## src/rtl/adder_tree_arb_pkg.sv

```systemverilog
`default_nettype none
// ============================================================================
// Module      : adder_tree_arb_pkg
// Description : Shared types for the arbitrated adder-tree block: operand
//               width, operand type and the result-register state encoding.
// Revision    : 1.0  initial release
// ============================================================================
package adder_tree_arb_pkg;

    localparam int OPERAND_W = 8;

    typedef logic [OPERAND_W-1:0] operand_t;

    // EMPTY: result register free.  FULL: result register holds an
    // unconsumed result.
    typedef enum logic [0:0] {
        EMPTY = 1'b0,
        FULL  = 1'b1
    } arb_state_e;

    // Increment an index and wrap it back to zero past LIMIT-1.
    function automatic int unsigned wrap_inc(input int unsigned idx,
                                             input int unsigned limit);
        return (idx + 1 >= limit) ? 0 : idx + 1;
    endfunction

endpackage : adder_tree_arb_pkg
`default_nettype wire

```

## src/rtl/adder_tree4_8.sv

```systemverilog
`default_nettype none
// ============================================================================
// Module      : adder_tree4_8
// Description : Combinational two-level adder tree summing four 8-bit
//               operands; the result wraps modulo 256, no carry out.
// Revision    : 1.0  initial release
// ============================================================================
module adder_tree4_8 (
    input  logic [7:0] a,
    input  logic [7:0] b,
    input  logic [7:0] c,
    input  logic [7:0] d,
    output logic [7:0] sum
);

    logic [7:0] w_sum_ab;
    logic [7:0] w_sum_cd;

    // Two balanced partial sums, then the final level; every stage truncates
    // to 8 bits so the result is the modulo-256 total.
    always_comb begin
        w_sum_ab = a + b;
        w_sum_cd = c + d;
        sum      = w_sum_ab + w_sum_cd;
    end

endmodule : adder_tree4_8
`default_nettype wire

```

## src/rtl/adder_tree4_8_arbiter_rr_arbiter.sv

```systemverilog
`default_nettype none
// ============================================================================
// Module      : rr_arbiter
// Description : Purely combinational round-robin picker.  Scans the request
//               vector starting at ptr and wrapping modulo NREQ; returns the
//               first hit as a one-hot grant and as an encoded index.
// Revision    : 1.0  initial release
// ============================================================================
module rr_arbiter #(
    parameter int NREQ = 4,
    parameter int IDW  = $clog2(NREQ)
) (
    input  logic [NREQ-1:0] req,
    input  logic [IDW-1:0]  ptr,
    output logic [NREQ-1:0] grant,
    output logic [IDW-1:0]  grant_idx,
    output logic            grant_any
);

    // One extra bit so ptr + offset never overflows before the wrap test.
    localparam logic [IDW:0] NREQ_W = (IDW+1)'(NREQ);

    logic [IDW:0] w_pos;

    // Walk offsets from farthest to nearest so the nearest hit to ptr is the
    // last one written and therefore wins.
    always_comb begin
        grant     = '0;
        grant_idx = '0;
        w_pos     = '0;
        for (int k = NREQ - 1; k >= 0; k--) begin
            w_pos = {1'b0, ptr} + (IDW+1)'(k);
            if (w_pos >= NREQ_W) begin
                w_pos = w_pos - NREQ_W;
            end
            if (req[w_pos[IDW-1:0]]) begin
                grant                   = '0;
                grant[w_pos[IDW-1:0]]   = 1'b1;
                grant_idx               = w_pos[IDW-1:0];
            end
        end
    end

    assign grant_any = |req;

endmodule : rr_arbiter
`default_nettype wire

```

## src/rtl/adder_tree4_8_arbiter.sv

```systemverilog
`default_nettype none
// ============================================================================
// Module      : adder_tree4_8_arbiter
// Description : Shares one adder_tree4_8 among NREQ requesters.  A round-robin
//               arbiter picks one requester per cycle, its four operands are
//               summed, and the 8-bit result is registered together with the
//               requester index on a single valid/ready result port.
// Revision    : 1.0  initial release
// ============================================================================
module adder_tree4_8_arbiter
    import adder_tree_arb_pkg::*;
#(
    parameter int NREQ = 4,
    parameter int IDW  = $clog2(NREQ)
) (
    input  logic                  clk,
    input  logic                  rst,
    input  logic [NREQ-1:0]       req_valid,
    output logic [NREQ-1:0]       req_ready,
    input  logic [NREQ*8-1:0]     req_a,
    input  logic [NREQ*8-1:0]     req_b,
    input  logic [NREQ*8-1:0]     req_c,
    input  logic [NREQ*8-1:0]     req_d,
    output logic                  res_valid,
    input  logic                  res_ready,
    output logic [7:0]            res_sum,
    output logic [IDW-1:0]        res_id
);

    // ------------------------------------------------------------------------
    // State
    // ------------------------------------------------------------------------
    arb_state_e     state_q,   state_d;
    logic [IDW-1:0] ptr_q,     ptr_d;
    operand_t       res_sum_q, res_sum_d;
    logic [IDW-1:0] res_id_q,  res_id_d;

    // ------------------------------------------------------------------------
    // Arbitration
    // ------------------------------------------------------------------------
    logic [NREQ-1:0] w_grant;
    logic [IDW-1:0]  w_grant_idx;
    logic            w_grant_any;
    logic            w_can_accept;
    logic            w_transfer;

    rr_arbiter #(
        .NREQ (NREQ),
        .IDW  (IDW)
    ) u_rr_arbiter (
        .req       (req_valid),
        .ptr       (ptr_q),
        .grant     (w_grant),
        .grant_idx (w_grant_idx),
        .grant_any (w_grant_any)
    );

    // The result register can take a new value when it is free, or when the
    // current value is being drained this same cycle.  Grants are suppressed
    // during reset so nothing presented alongside rst is accepted.
    always_comb begin
        w_can_accept = (state_q == EMPTY) || res_ready;
        w_transfer   = w_grant_any && w_can_accept && !rst;
        req_ready    = w_transfer ? w_grant : '0;
    end

    // ------------------------------------------------------------------------
    // Operand mux feeding the shared tree
    // ------------------------------------------------------------------------
    operand_t w_op_a, w_op_b, w_op_c, w_op_d;
    operand_t w_tree_sum;

    // Select the granted requester's operand lanes.
    always_comb begin
        w_op_a = req_a[w_grant_idx*OPERAND_W +: OPERAND_W];
        w_op_b = req_b[w_grant_idx*OPERAND_W +: OPERAND_W];
        w_op_c = req_c[w_grant_idx*OPERAND_W +: OPERAND_W];
        w_op_d = req_d[w_grant_idx*OPERAND_W +: OPERAND_W];
    end

    adder_tree4_8 u_adder_tree4_8 (
        .a   (w_op_a),
        .b   (w_op_b),
        .c   (w_op_c),
        .d   (w_op_d),
        .sum (w_tree_sum)
    );

    // ------------------------------------------------------------------------
    // Next-state logic
    // ------------------------------------------------------------------------
    // A transfer always loads the register (covering drain-and-reload with no
    // bubble) and moves ptr past the winner; otherwise a drain empties it.
    // ptr only moves on a transfer, so idle cycles keep the rotation position.
    always_comb begin
        state_d   = state_q;
        ptr_d     = ptr_q;
        res_sum_d = res_sum_q;
        res_id_d  = res_id_q;
        if (w_transfer) begin
            state_d   = FULL;
            res_sum_d = w_tree_sum;
            res_id_d  = w_grant_idx;
            ptr_d     = IDW'(wrap_inc(32'(w_grant_idx), NREQ));
        end else if ((state_q == FULL) && res_ready) begin
            state_d = EMPTY;
        end
    end

    // Register update with synchronous reset discarding any pending result.
    always_ff @(posedge clk) begin
        if (rst) begin
            state_q   <= EMPTY;
            ptr_q     <= '0;
            res_sum_q <= '0;
            res_id_q  <= '0;
        end else begin
            state_q   <= state_d;
            ptr_q     <= ptr_d;
            res_sum_q <= res_sum_d;
            res_id_q  <= res_id_d;
        end
    end

    assign res_valid = (state_q == FULL);
    assign res_sum   = res_sum_q;
    assign res_id    = res_id_q;

endmodule : adder_tree4_8_arbiter
`default_nettype wire

```

## config.mk

```make
export PLATFORM = sky130hd
export DESIGN_NAME = adder_tree4_8_arbiter
export DESIGN_NICKNAME = d
export VERILOG_FILES = /design/src/rtl/adder_tree_arb_pkg.sv /design/src/rtl/adder_tree4_8.sv /design/src/rtl/adder_tree4_8_arbiter_rr_arbiter.sv /design/src/rtl/adder_tree4_8_arbiter.sv
export SDC_FILE = /design/constraint.sdc
export NUM_CORES = 1
export LEC_CHECK = 0
export ABC_AREA = 1
export CAP_MARGIN = 25
export CORE_UTILIZATION = 41
export CTS_BUF_LIST = sky130_fd_sc_hd__clkbuf_16
export DETAILED_ROUTE_END_ITERATION = 12
export GPL_ROUTABILITY_DRIVEN = 0
export HOLD_SLACK_MARGIN = 0.02
export PLACE_DENSITY_LB_ADDON = 0.1
export SKIP_CTS_REPAIR_TIMING = 1
export SLEW_MARGIN = 20
export SYNTH_ARGS = -nofsm -noshare
export SYNTH_HDL_FRONTEND = slang
export SYNTH_HIERARCHICAL = 1
export SYNTH_SLANG_ARGS = --single-unit
```

## constraint.sdc

```tcl
create_clock -name clk -period 5.65 [get_ports clk]
set_clock_uncertainty 0.15 [all_clocks]
set_input_delay 0.8475 -clock clk [delete_from_list [all_inputs] [get_ports clk]]
set_output_delay 0.8475 -clock clk [all_outputs]
set_load 0.005 [all_outputs]
```

* After elaboration in Yosys (flattened, before gate mapping)
Cells that the tools add are included.
** Word-level totals
- Register bits after elaboration :: 13
- Word-level logic and storage cells :: 76
- Input port bits :: 135
- Output and inout port bits :: 15
** Cells by class
- Reduce and logical (&&, ||, !) cells :: 11
- Shift-type cells :: 4
- Bitwise logic cells :: 1
- $add $sub $neg :: 11
- $lt $le $gt $ge :: 13
- Multiplexer cells :: 32
** Operator list (count)
- $shiftx A32 B6 Y8 :: 4
- $add A8 B8 Y8 :: 3
- $mux W4 :: 5
- $mux W2 :: 9
- $ge A3 B3 Y1 const B :: 4
- $lt A2 B3 Y1 const B :: 4
- $mux W1 :: 10
- $bmux W1 S2 :: 4
- $demux W1 S2 :: 4
- $ge A2 B1 Y1 const B :: 4
- $sub A2 B1 Y2 const B :: 4
- $logic_and A1 B1 Y1 :: 7
- $add A2 B1 Y3 const B :: 2
- $add A2 B2 Y3 const B :: 2
- $reduce_or A4 Y1 :: 1
- $ge A2 B3 Y1 const B :: 1
- $reduce_bool A2 Y1 :: 1
- $logic_not A1 Y1 :: 1
- $logic_or A1 B1 Y1 :: 1
- $not A1 Y1 :: 1

* Longest topological paths before layout
- Depth after elaboration :: 12
- Gate-level depth with buffers :: 31
- Mapped depth without buffers :: 29

* By module
The synthesis kept the hierarchy.
** Modules (own cells, without submodules)
- adder_tree4_8_arbiter :: times used 1, cells an instance 286, area each 1677.9 µm²
- adder_tree4_8 :: times used 1, cells an instance 118, area each 793.3 µm²
- rr_arbiter :: times used 1, cells an instance 83, area each 464.2 µm²

* Least setup slack after synthesis
No wires, ideal clock.
- Kind :: input-to-reg
- Start point :: input port req_valid[2]
- End point :: register res_sum_q[7] (netlist: res_sum[7])
- Stages :: 29
- Buffers on the path :: 2
- Arrival :: 4424 ps
- Data required time :: 5386 ps
- Slack :: 962 ps
- Cells stage by stage :: inv_1 > o21ai_1 > nand2_1 > nand2_2 > nor2_2 > o21ai_0 > o21ai_0 > buf_6 > inv_4 > buf_2 > nor2_1 > nor2_1 > o21ai_0 > nand2_1 > inv_1 > fa_1 > inv_1 > fa_1 > ha_1 > inv_1 > fa_1 > inv_1 > nand2_1 > inv_1 > nor2_1 > nand3_1 > nand2_1 > nand3_1 > nand2_1
** Between the ends
- Longest elaborated chain between the ends :: 9
- Elaborated cells on any way between the ends :: 22
** Ends and longest elaborated chain
- from (decl) :: line adder_tree4_8_arbiter.sv:18 : input logic [NREQ-1:0] req_valid,
- $bmux W1 S2 :: line adder_tree4_8_arbiter_rr_arbiter.sv:36 : if (req[w_pos[IDW-1:0]]) begin
- $mux W1 (implied by the code) :: line adder_tree4_8_arbiter_rr_arbiter.sv:36
- $mux W2 (3 in series) :: line adder_tree4_8_arbiter_rr_arbiter.sv:36
- $mux W2 (*) :: line adder_tree4_8_arbiter_rr_arbiter.sv:36
- via w_grant_idx[0] :: line adder_tree4_8_arbiter.sv:42 : logic [IDW-1:0] w_grant_idx;
- $shiftx A32 B6 Y8 (*) :: line adder_tree4_8_arbiter.sv:75 : w_op_a = req_a[w_grant_idx*OPERAND_W +: OPERAND_W];
- via w_op_a[1] :: line adder_tree4_8_arbiter.sv:70 : operand_t w_op_a, w_op_b, w_op_c, w_op_d;
- $add A8 B8 Y8 (*) :: line adder_tree4_8.sv:22 : w_sum_ab = a + b;
- $add A8 B8 Y8 (*) :: line adder_tree4_8.sv:24 : sum = w_sum_ab + w_sum_cd;
- via w_tree_sum[7] :: line adder_tree4_8_arbiter.sv:71 : operand_t w_tree_sum;
- to (signal assigned) :: line adder_tree4_8_arbiter.sv:120 : res_sum_q <= res_sum_d;
- to (decl) :: line adder_tree4_8_arbiter.sv:35 : operand_t res_sum_q, res_sum_d;
Mark *: on every way through the listed nets, which the timed path passes. The rest lies on a longest branch. The select of a mux whose other input is x is not followed.
A chain may end at the register's enable or synchronous reset.

* Final worst setup path
Ends and elaborated chain as after synthesis.

==> summary.md <==
| Metric | Value |
|---|---|
| Mapped Nets | `652` |
| H-tree levels | `1` |
| CTS sink count | `13` |
| Worst path arrival time | `between 5 and 6 ns` |
| Worst-Skew Late Latency | `0.24 ns` |
| Largest net degree at the start of global routing | `45` |
| CP max-delay cell | `fa_1` |
| Grt ovf | `0` |
| Hold Violations, Final | `0` |
| Row count | `30` |
| Reg2Reg Depth | `29` |
| Non-filler cells in the finished layout | `about 700` |
| Fin crit share | `91.15%` |
| Initial core utilization | `42.73%` |
| Startpoint class of the critical path | `input pin` |
| Iteration-0 DRC Markers | `roughly 110` |
| Crit-path max cell delay | `roughly 0.52 ns` |
| Final net count | `slightly below 800` |
| Slew @ Worst Pin | `0.4787 ns` |
| Netlist area before placement | `between 2000 and 3000 µm²` |
| Synth cell types | `33` |
| Final Cell Area | `4558 µm²` |
| Area after DPL | `about 4500 µm²` |
| Vias in the first global route | `3,388` |
| Commonest non-fill, non-tap cell in the layout | `clkdlybuf4s50_1` |
| Die width | `86.61 µm` |
| Fin Setup TNS | `0 ns` |
| Total wire length | `a little under 9000 µm` |
| Synth Flop Type | `dfxtp_1` |
| Clk buf depth | `2` |
| Fmax | `194.2 MHz` |
| Share of the yosys chip area belonging to registers | `8.866%` |
| Placed Instances | `slightly above 700` |
| Syn_area_per_cell | `6.027 µm²` |
| Synth Area in Compound Gates | `~16%` |
| Mux cell area share after synthesis | `0%` |
| XOR/XNOR share of the synthesized area | `1.492%` |
| Final Slew Violations | `0` |
| Hold Crit Class | `register to register` |
| Wire per inst | `12.08 µm` |
| Adder-cell share of the synthesized area | `approximately 16%` |
| Root buffer cell | `clkbuf_16` |
| Status | `completed` |
| Core area | `6869 µm²` |
| Cells after synthesis | `487` |
| DRT Pass-1 Iters | `5` |
| Reg-to-reg endpoint | `res_sum[7]` |
| Die Ht | `around 87 µm` |
| Commonest non-fill, non-tap cells in the layout | `clkdlybuf4s50_1 (149), nand2_1 (87), nor2_1 (70), inv_1 (65), nand3_1 (42)` |
| I/O Pins | `150` |
| Rel. slew slack | `68.05%` |
| DR vias | `around 3.5k` |
| TritonCTS buffer count | `3` |
| Post-layout minimum cycle time | `just over 5 ns` |
| Reg2reg start | `ptr_q[1]` |
| Ys Warns | `6` |
| GR met1 Demand/Resource | `approximately a quarter` |
| Area growth from synthesis to layout | `55.29%` |
| CP Launch Point | `req_valid[2]` |
| Die area | `7501 µm²` |
| Synthesized flop and latch total | `13` |
| Port bufs | `149` |
| Kind of critical path | `input pin to register` |
| First-pass GRT wire length | `between 10,000 and 15,000 µm` |
| ANT nets after route | `0` |
| CP endpoint kind | `register` |
| Synth Area in Simple Gates | `42.58%` |
| Hpwl dp | `7373 µm` |
| GRT Util Overall | `24.05%` |
| Initial antenna violation count | `0` |
| Unrepaired setup endpoints after global routing | `false` |
| Crit path top cell by count | `nand2_1` |
| Synth async-reset ratio | `0%` |
| CTS tree | `done` |
| Reg2Reg Setup Slack | `0.72 ns` |
| Crit Path Max Fanout | `31` |
| Largest family of logic cells by synthesized area | `simple AND/OR/NAND/NOR gates` |
| Final core occ | `66.36%` |
| M3 GR Usage | `under 10%` |
| Most Crowded Layer GR | `met2` |
| N_diodes | `0` |
| CP required | `5.68 ns` |
| Drt via density | `4.866` |
| Number of remaining DRC errors | `0` |
| Max cap viols | `0` |
| Crit path to | `res_sum[7]` |
| Share of layout cells above drive strength 1 | `between 10% and 20%` |
| Final setup viols | `0` |
| Clock slew at reported path FFs | `0.04 ns` |
| Met2 Track Usage GR | `48.34%` |
| EDFF count, synth | `0` |
## worst min-delay path by stage
| stage | from | end | cells after the start | slack [ns] |
|---|---|---|---|---|
| 6_report | res_sum[2] | res_sum[2] | 2 | 0.31 |
| 5_1_grt | res_sum[2] | res_sum[2] | 2 | 0.33 |
| 4_1_cts | res_sum[2] | res_sum[2] | 2 | 0.32 |
| 3_5_place_dp | res_sum[2] | res_sum[2] | 2 | 0.31 |
| 3_3_place_gp | res_id[0] | res_id[0] | 2 | 0.30 |
| 2_1_floorplan | res_id[0] | res_id[0] | 2 | 0.31 |
## kinds of logic after synthesis
| family | count (synthesis) |
|---|---|
| compound gates | 78 |
| xor+xnor | 5 |
| fa+ha+maj | 30 |
| buf+inv | 94 |
| flops | 13 |
| simple gates | 267 |
## stage by stage
step	hold WS [ns]	setup slack, ns
after floorplan	0.3096	0.9619
after global placement	0.3047	0.3120
after detailed placement	0.3092	0.1475
after CTS	0.3155	0.3990
after global routing	0.3305	0.09765
final	0.3110	0.5001
## per-layer routing
metal	part of all wire (%)	vias up
met3	4.3	18
met2	53	111
li1	-	1813
met5	0	-
met1	40	1552
met4	2.5	0
## final cells by class
type | count | area (µm²)
clock buffers | 3 | 75.07
clock inverters | 1 | 3.754
fillers | 629 | 2311
inverters | 69 | 266.5
multi-input cells | 380 | 2263
flip-flops and latches | 13 | 260.3
well taps | 96 | 120.1
repair buffers | 156 | 1569
## cells in the mapped netlist (9+ instances only)
library cell   n  area share [%]
dfxtp_1       13             8.9
nand2_1       88              11
nand3_1       42             7.2
o211ai_1      32             8.2
ha_1          16             6.8
fa_1          14             9.5
nor2_2        19             4.0
or2_2         27             5.8
o21ai_1       18             3.1
nor2_1        70             9.0
o21ai_0       17             2.9
inv_1         64             8.2
a21oi_1        9             1.5
## state kept, by name (all words and copies together), names as in the netlist
register   flops
res_valid      1
res_sum        8
ptr_q          2
res_id         2
## worst max-delay path: cells and delay by family
| kind | cells | cell delay, ns |
|---|---|---|
| simple gates | 15 | 1.24 |
| fa+ha+maj | 3 | 1.38 |
| buf+inv | 6 | 1.07 |
| compound gates | 4 | 0.62 |
Power is not shown: default switching activity piles up to over one toggle a cycle in this logic, so the estimate is an artifact.
